File: src/rtl/pc_unit_pkg.sv
// Shared constants and next-pc select encoding for the fetch-stage program counter.
package pc_unit_pkg;

   localparam int              PC_WIDTH    = 32;
   localparam logic [31:0]     RESET_PC    = 32'h0000_0000;
   localparam logic [31:0]     EXC_VECTOR  = 32'h8000_0180;
   localparam int              INSTR_BYTES = 4;
   localparam int              RAS_DEPTH   = 4;

   typedef enum logic [2:0] {
      SEL_EXC   = 3'd0,
      SEL_REDIR = 3'd1,
      SEL_HOLD  = 3'd2,
      SEL_RAS   = 3'd3,
      SEL_SEQ   = 3'd4
   } pc_sel_e;

endpackage

File: src/rtl/pc_unit_ras_stack.sv
// Return-address stack: circular buffer with a top pointer and an occupancy count.
module ras_stack #(
   parameter int W     = 32,
   parameter int DEPTH = 4
) (
   input  logic         clock,
   input  logic         reset,
   input  logic         push,
   input  logic         pop,
   input  logic         clear,
   input  logic [W-1:0] push_data,
   output logic [W-1:0] top_data,
   output logic         empty,
   output logic         full,
   output logic         overflow
);

   localparam int PW = $clog2(DEPTH);
   localparam int CW = PW + 1;

   logic [W-1:0]  r_mem [DEPTH];
   logic [PW-1:0] r_top;
   logic [CW-1:0] r_count;
   logic          r_ovf;

   logic          w_pop_ok;
   logic          w_push_only;
   logic          w_swap;
   logic [PW-1:0] w_top_inc;

   assign empty     = (r_count == '0);
   assign full      = (r_count == CW'(DEPTH));
   assign overflow  = r_ovf;
   assign top_data  = r_mem[r_top];

   // A pop on an empty stack is ignored; pop+push replaces the top in place.
   assign w_pop_ok    = pop & ~empty;
   assign w_push_only = push & ~w_pop_ok;
   assign w_swap      = push & w_pop_ok;
   assign w_top_inc   = r_top + PW'(1);

   always_ff @(posedge clock) begin
      if (reset) begin
         r_top   <= '0;
         r_count <= '0;
         r_ovf   <= 1'b0;
      end else if (clear) begin
         r_top   <= '0;
         r_count <= '0;
         r_ovf   <= 1'b0;
      end else begin
         r_ovf <= w_push_only & full;
         if (w_push_only) begin
            // When full, top+1 is the oldest entry, so it is overwritten.
            r_top <= w_top_inc;
            if (!full) r_count <= r_count + CW'(1);
         end else if (w_pop_ok && !push) begin
            r_top   <= r_top - PW'(1);
            r_count <= r_count - CW'(1);
         end
      end
   end

   always_ff @(posedge clock) begin
      if (!clear) begin
         if (w_push_only)
            r_mem[w_top_inc] <= push_data;
         else if (w_swap)
            r_mem[r_top] <= push_data;
      end
   end

endmodule

File: src/rtl/pc_unit.sv
// Fetch program counter: registered pc, next-pc priority mux and return-address prediction.
module pc_unit #(
   parameter int                  PC_WIDTH    = pc_unit_pkg::PC_WIDTH,
   parameter logic [PC_WIDTH-1:0] RESET_PC    = pc_unit_pkg::RESET_PC,
   parameter logic [PC_WIDTH-1:0] EXC_VECTOR  = pc_unit_pkg::EXC_VECTOR,
   parameter int                  INSTR_BYTES = pc_unit_pkg::INSTR_BYTES,
   parameter int                  RAS_DEPTH   = pc_unit_pkg::RAS_DEPTH
) (
   input  logic                clock,
   input  logic                reset,
   input  logic                pc_write,
   input  logic                exc_req,
   input  logic                redirect_valid,
   input  logic [PC_WIDTH-1:0] redirect_target,
   input  logic                is_call,
   input  logic                is_ret,
   output logic [PC_WIDTH-1:0] pc,
   output logic [PC_WIDTH-1:0] pc_plus,
   output logic                ras_empty,
   output logic                ras_full,
   output logic                ras_overflow
);

   import pc_unit_pkg::*;

   logic [PC_WIDTH-1:0] r_pc;
   logic [PC_WIDTH-1:0] w_pc_plus;
   logic [PC_WIDTH-1:0] w_ras_top;
   logic                w_ras_empty;
   logic                w_push;
   logic                w_pop;
   logic                w_clear;
   pc_sel_e             w_sel;

   assign w_pc_plus = r_pc + PC_WIDTH'(INSTR_BYTES);
   assign pc        = r_pc;
   assign pc_plus   = w_pc_plus;
   assign ras_empty = w_ras_empty;

   always_comb begin
      w_sel = SEL_SEQ;
      if (exc_req)
         w_sel = SEL_EXC;
      else if (redirect_valid)
         w_sel = SEL_REDIR;
      else if (!pc_write)
         w_sel = SEL_HOLD;
      else if (is_ret && !w_ras_empty)
         w_sel = SEL_RAS;
   end

   // Only the instruction actually advancing sequentially or by return may touch the stack.
   assign w_pop   = (w_sel == SEL_RAS);
   assign w_push  = is_call & ((w_sel == SEL_RAS) | (w_sel == SEL_SEQ));
   assign w_clear = (w_sel == SEL_EXC);

   always_ff @(posedge clock) begin
      if (reset) begin
         r_pc <= RESET_PC;
      end else begin
         case (w_sel)
            SEL_EXC:   r_pc <= EXC_VECTOR;
            SEL_REDIR: r_pc <= redirect_target;
            SEL_HOLD:  r_pc <= r_pc;
            SEL_RAS:   r_pc <= w_ras_top;
            default:   r_pc <= w_pc_plus;
         endcase
      end
   end

   ras_stack #(
      .W     (PC_WIDTH),
      .DEPTH (RAS_DEPTH)
   ) u_ras (
      .clock     (clock),
      .reset     (reset),
      .push      (w_push),
      .pop       (w_pop),
      .clear     (w_clear),
      .push_data (w_pc_plus),
      .top_data  (w_ras_top),
      .empty     (w_ras_empty),
      .full      (ras_full),
      .overflow  (ras_overflow)
   );

endmodule

File: config.mk
export PLATFORM = sky130hd
export DESIGN_NAME = pc_unit
export DESIGN_NICKNAME = d
export VERILOG_FILES = /design/src/rtl/pc_unit_pkg.sv /design/src/rtl/pc_unit_ras_stack.sv /design/src/rtl/pc_unit.sv
export SDC_FILE = /design/constraint.sdc
export NUM_CORES = 1
export LEC_CHECK = 0
export CAP_MARGIN = 0
export CORE_MARGIN = 4
export CORE_UTILIZATION = 40
export DETAILED_ROUTE_END_ITERATION = 16
export PLACE_DENSITY = 0.61
export SKIP_CTS_REPAIR_TIMING = 1
export SLEW_MARGIN = 15
export SYNTH_ARGS = -nofsm -noshare
export SYNTH_HDL_FRONTEND = slang
export SYNTH_SLANG_ARGS = --single-unit
File: constraint.sdc
create_clock -name clock -period 5.66 [get_ports clock]
set_input_delay 0.849 -clock clock [delete_from_list [all_inputs] [get_ports clock]]
set_output_delay 0.849 -clock clock [all_outputs]
set_load 0.02 [all_outputs]
==> impl_metrics.py, run 1 <==
metrics = {
    "grt": {
        "antenna_found_initial": 0,
        "grt_max_degree": 33,
        "grt_pass1_wl_mm": 32.4,
        "grt_overflow_total": 0,
        "grt.total_usage_pct": 21.2,
        "grt_pass1_vias": 5428,
    },
    "critical_path": {
        "crit_path_start": "pc[4]",
        "worstSetupPathType": "flop to primary output",
        "cp_num_buf_inv": 1,
        "cp_slowest_cell": "or4_1",
        "path_cells": "nand4_1 > or4_1 > or3_1 > xnor2_1 > clkdlybuf4s50_1",
        "start_kind": "flop",
        "required_ps": 4810,
        "cp_slowest_stage_delay_ps": 910,
        "r2r-start": "pc[2]",
        "critPathArrivalTime_ps": 3740,
        "critPathMaxFanout": 16,
        "critPathTopFamily": "simple AND/OR/NAND/NOR gates",
        "cp-end-kind": "primary output",
    },
    "route": {
        "drt-total-wl_mm": 21.3,
        "via_per_inst": 5.94,
        "ant_nets": 0,
        "firstDrtPassIters": 6,
        "first_iter_violations": 467,
        "routedWlPerCell_um": 23.7,
        "drcViolationCount": 0,
        "vias": 5330,
    },
    "logic_synthesis": {
        "synth-xor-area-share_pct": 3.06,
        "synth_ff_type": "edfxtp_1",
        "yosys.area_share.simple_pct": 10.0,
        "avgSynthCellArea_um2": 13.4,
        "netlist_area_mm2": 0.00743,
        "synth_top_family_by_area": "compound AO/OA/AOI/OAI gates",
        "synth-adder-area-share_pct": 0.774,
        "ys_types": 59,
        "synth-edff-count": 128,
        "yosysWarnings": 0,
        "muxShareOfSynthArea_pct": 10.1,
        "synth_common_cells": "edfxtp_1 (128), nand2_1 (50), dfxtp_1 (40)",
        "async_reset_ff_share_pct": 0,
        "synth_seq_area_share_pct": 62.5,
        "synthCells": 556,
        "synth_compound_area_share_pct": 10.6,
        "synth_nets": 599,
        "yosysTopAreaCell": "edfxtp_1",
        "ys_seq_elements": 168,
        "yosysMostFrequentCell": "edfxtp_1",
        "yosys.area.top_type_share_pct": 51.7,
        "synth_area_leaders": "edfxtp_1 (52%), dfxtp_1 (11%), mux4_2 (9.7%)",
    },
    "final_layout": {
        "nets": 699,
        "area_growth_pct": 26.6,
        "antenna_cells": 0,
        "fin_util_pct": 51.8,
        "drive_above_1_share_pct": 14.5,
        "fillers": 1493,
    },
    "min_path": {
        "hold_start": "pc[30]",
        "hold_path.class": "flop to flop",
    },
    "floorplan": {
        "row_count": 49,
        "initial_utilization_pct": 41.0,
        "num_io_pins": 106,
        "die_h_um": 144,
        "dieArea_mm2": 0.0208,
        "die_w_um": 144,
        "core_area_mm2": 0.0181,
    },
    "sta": {
        "worstMarginPinSlew_ps": 1220,
        "finalCritPeriodShare_pct": 81.2,
        "setup_viol": 0,
        "fmax_mhz": 218,
        "setup_tns_ps": 0,
        "hold_viol": 0,
        "maxSlewViolCount": 0,
        "fin_crit_ps": 4590,
        "rsz0062_at_grt": "no",
        "slew_headroom_pct": 18.4,
        "skew_ps": 7.80,
    },
    "clocking": {
        "clk_latency_ps": 430,
        "cts_tree": "done",
        "cts_buffer_depth": 2,
        "clkTransAtPathRegs_ps": 70,
        "numClockSinks": 168,
        "cts-htree-levels": 4,
        "cts_made_buffers": 17,
        "root_buffer": "clkbuf_16",
    },
    "placement": {
        "hpwl_mm": 14.2,
        "gp_congestion": 0.877,
        "portBuffers": 105,
    },
    "power": {
        "powerDensity_mw_per_mm2": 314,
        "vdd_drop_max_v": 0.000217,
        "power.leakage_nw": 3.00,
    },
    "outcome": {
        "run_status": "completed",
    },
    "flow_run": {
        "max-cap-violations": 0,
    },
}
-- through the flow --
| stage | instances | total power, mW | worst slack, ps | instance area (um^2) | hold slack [ps] |
|---|---|---|---|---|---|
| floorplan | 556 | 1.51 | 1350 | 7430 | 510 |
| global placement | 866 | 1.63 | 1410 | 8720 | 477 |
| detailed placement | 866 | 1.64 | 1270 | 8720 | 485 |
| CTS | 898 | 2.97 | 1100 | 9410 | 503 |
| global route | 898 | 3.04 | 951 | 9410 | 538 |
| finish | 898 | 2.95 | 1070 | 9410 | 505 |
-- where the power goes --
part,switching [mW],internal (mW),leakage [nW]
Clock,0.489,0.847,0.328
Combinational,0.135,0.104,1.24
Sequential,0.0284,1.35,1.43
-- flip-flops by register name, indices dropped and copies added (netlist names), named ones only --
register and flops:
u_ras.r_mem 128, u_ras.r_top 2, u_ras.r_count 3, pc 32, u_ras.overflow 1
-- cell type report --
class                           count  area [um^2]  area share [%]
Timing Repair Buffer              117         1140            12.1
Tap cell                          229          287            3.05
Multi-Input combinational cell    335         2590            27.5
Inverter                           17         63.8           0.678
Clock inverter                     13          240            2.55
Sequential cell                   168         4650            49.4
Clock buffer                       19          443            4.71
-- path summary, 6_finish.rpt --
check	to	slack [ps]	cells past startpoint
worst max-delay path	pc_plus[31]	1070	5
worst min-delay path	pc[30]	500	2
worst max register to register	u_ras.r_mem[3][30]	2780	5
worst min register to register	pc[30]	500	2
-- routing by layer --
| layer | GRT usage (%) | up-vias | share of wire [%] |
|---|---|---|---|
| met5 | 0 | - | 0 |
| met4 | 7.56 | 0 | 2.2 |
| met3 | 5.42 | 40 | 8.5 |
| met2 | 32.8 | 279 | 47 |
| met1 | 29.1 | 2655 | 43 |
| li1 | - | 2356 | - |
-- cell usage in the layout, fill, tap and decap left out, drive strengths merged, types with 7 or more instances in the layout --
| master | instances |
|---|---|
| nor3 | 14 |
| nand4 | 8 |
| xor2 | 9 |
| nand3 | 11 |
| o21ai | 29 |
| a211oi | 7 |
| dfxtp | 40 |
| or3 | 9 |
| nand2 | 50 |
| clkbuf | 19 |
| nor4 | 7 |
| buf | 12 |
| o22ai | 9 |
| edfxtp | 128 |
| xnor2 | 17 |
| inv | 21 |
| a21oi | 20 |
| clkdlybuf4s50 | 105 |
| mux4 | 32 |
| nor2 | 36 |
-- logic make-up (layout without fill, tap and decap cells) --
group / Yosys count / count (layout)
flip-flops: 168 / 168
multiplexers: 35 / 35
XOR/XNOR: 26 / 26
AO/OA/AOI/OAI: 118 / 118
adder cells (fa/ha/maj): 4 / 4
AND/OR/NAND/NOR: 152 / 152
buffers and inverters: 53 / 166
-- worst reg2reg max path, cell delays in order, from the launching register on --
cell and delay (ps):
dfxtp_1 480, ha_1 290, nand3_1 280, or4_1 800, o31a_1 410, or2_2 350
(Power assumes the default switching activity.)
==> run 2: changes to the inputs <==
==> constraint.sdc (replaced) <==
create_clock -name clock -period 4.6 [get_ports clock]
set_input_delay 0.69 -clock clock [delete_from_list [all_inputs] [get_ports clock]]
set_output_delay 0.69 -clock clock [all_outputs]
set_load 0.02 [all_outputs]
==> run 2 against run 1 <==
Effect of this change:
- wire length is 1.7% higher
- sequential share of layout area shrank 0.22 points
- setup slack worse by 750 ps
- combinational power rose by 25%
- first-iteration DRC count decreased by 11%
- utilization rose by 0.23 points
- global-route usage increased by 0.16 points
- register-to-register slack lost 950 ps
- flip-flop and latch count stayed put
- clock skew is 0.78 ps lower
- critical path type unchanged
==> impl_metrics.py, run 2 (synthesized netlist as in run 1, its figures left out) <==
metrics = {
    "outcome": {
        "run_status": "completed",
    },
    "sta": {
        "hold_viol": 0,
        "holdWs_ps": 507,
        "worstMarginPinSlew_ps": 1120,
        "maxSlewViolCount": 0,
        "finalCritPeriodShare_pct": 93.1,
        "fin_crit_ps": 4280,
        "slew_headroom_pct": 25.5,
        "rsz0062_at_grt": "no",
        "setup_tns_ps": 0,
        "setup_viol": 0,
        "skew_ps": 7.02,
        "fmax_mhz": 233,
    },
    "clocking": {
        "numClockSinks": 168,
        "clkTransAtPathRegs_ps": 60,
        "cts_buffer_depth": 2,
        "cts_made_buffers": 17,
        "cts-htree-levels": 4,
        "clk_latency_ps": 430,
        "root_buffer": "clkbuf_16",
        "cts_tree": "done",
    },
    "final_layout": {
        "fin_util_pct": 52.1,
        "nets": 708,
        "area_growth_pct": 27.1,
        "final_cell_mix": "edfxtp_1 (128), clkdlybuf4s50_1 (105), nand2_1 (50)",
        "drive_above_1_share_pct": 15.2,
        "largest_reg_flops": 128,
        "mostFrequentLayoutCell": "edfxtp_1",
        "top_register": "u_ras.r_mem",
        "antenna_cells": 0,
    },
    "floorplan": {
        "num_io_pins": 106,
        "dieArea_mm2": 0.0208,
        "core_area_mm2": 0.0181,
        "die_w_um": 144,
        "die_h_um": 144,
        "initial_utilization_pct": 41.0,
        "row_count": 49,
    },
    "route": {
        "via_per_inst": 5.87,
        "firstDrtPassIters": 5,
        "routedWlPerCell_um": 23.8,
        "first_iter_violations": 417,
        "vias": 5323,
        "drt-total-wl_mm": 21.6,
        "drcViolationCount": 0,
        "ant_nets": 0,
    },
    "critical_path": {
        "required_ps": 3910,
        "rrSetupSlack_ps": 1830,
        "cp_num_buf_inv": 1,
        "cp-end-kind": "primary output",
        "path_cells": "nand4_1 > or4_1 > or3_1 > xnor2_1 > clkdlybuf4s50_1",
        "cp_slowest_cell": "or4_1",
        "start_kind": "flop",
        "critPathTopFamily": "simple AND/OR/NAND/NOR gates",
        "worstSetupPathType": "flop to primary output",
        "critPathMaxFanout": 16,
        "critPathArrivalTime_ps": 3590,
        "cp_slowest_stage_delay_ps": 880,
    },
    "grt": {
        "grt_pass1_vias": 5477,
        "grt_util_met1_pct": 29.1,
        "grt_pass1_wl_mm": 32.6,
        "grt_max_degree": 29,
        "use_met3_pct": 4.27,
        "antenna_found_initial": 0,
        "grt_overflow_total": 0,
        "grt.total_usage_pct": 21.4,
        "gr-usage-met2_pct": 34.7,
        "busiest_layer": "met2",
    },
    "power": {
        "power.leakage_nw": 3.03,
        "switching_share_pct": 21.6,
        "powerDensity_mw_per_mm2": 378,
        "p_int_mw": 2.80,
        "p_sw_mw": 0.772,
        "vdd_drop_max_v": 0.000259,
        "clkPwrFrac_pct": 44.4,
        "p_comb_share_pct": 8.4,
        "seqPwrFrac_pct": 47.3,
    },
    "flow_run": {
        "max-cap-violations": 0,
    },
    "placement": {
        "portBuffers": 105,
        "gp_congestion": 0.933,
        "hpwl_mm": 14.8,
    },
    "min_path": {
        "hold_path.class": "flop to flop",
    },
}
## run 2: changes by cell type in the layout (fill, tap and decap cells not counted)
cell      before  now
inv_6          2    1
clkinv_4       0    1
clkinv_1       0    2
clkbuf_1       1    2
buf_4         12   21
inv_8          2    0
clkbuf_8       1    0
## run 2: layout make-up
class / count / area [um^2]
Multi-Input combinational cell: 335 / 2590
Sequential cell: 168 / 4650
Clock buffer: 19 / 433
Inverter: 17 / 63.8
Clock inverter: 13 / 225
Timing Repair Buffer: 126 / 1210
Tap cell: 229 / 287
Fill cell: 1514 / 8700
## run 2: worst register-to-register path: cells and delay by family (launching register included)
kind / cells / cell delay (ps)
AO/OA/AOI/OAI: 1 / 410
flip-flops: 1 / 470
AND/OR/NAND/NOR: 3 / 1350
adder cells (fa/ha/maj): 1 / 280
## run 2: final timing paths
kind,cells after the start,endpoint,startpoint
max,5,pc_plus[31],pc[4]
min,2,pc[9],pc[9]
max reg2reg,5,u_ras.r_mem[1][30],pc[2]
min reg2reg,2,pc[9],pc[9]
## run 2: through the flow
stage / instances / power (mW) / instance area, um^2 / worst slack (ps)
5_1_grt: 907 / 3.69 / 9450 / 73.8
4_1_cts: 907 / 3.60 / 9450 / 297
2_1_floorplan: 556 / 1.86 / 7430 / 451
3_5_place_dp: 875 / 2.02 / 8790 / 695
3_3_place_gp: 875 / 2.02 / 8790 / 805
6_report: 907 / 3.58 / 9450 / 317
## run 2: power by group through the flow
stage	clock [mW]	combinational, mW	sequential, mW
2_1_floorplan	0	0.130	1.73
3_5_place_dp	0	0.298	1.72
3_3_place_gp	0	0.295	1.72
5_1_grt	1.68	0.318	1.69
6_report	1.59	0.299	1.69
4_1_cts	1.61	0.300	1.69
## run 2: per-layer routing
metal | wire [um] | share of wire, % | up-vias
met3 | 1630 | 7.6 | 31
met1 | 9110 | 42 | 2679
met2 | 10400 | 48 | 241
li1 | - | - | 2372
met5 | 0 | 0 | -
met4 | 433 | 2.0 | 0
==> run 3: changes to the inputs <==
--- a/config.mk
+++ b/config.mk
@@ -5,6 +5,7 @@
 export SDC_FILE = /design/constraint.sdc
 export NUM_CORES = 1
 export LEC_CHECK = 0
+export ABC_AREA = 0
 export CAP_MARGIN = 0
 export CORE_MARGIN = 4
 export CORE_UTILIZATION = 40
==> results of run 3 <==
Same layout as run 2: the final DEF is identical, and so are final timing and power.
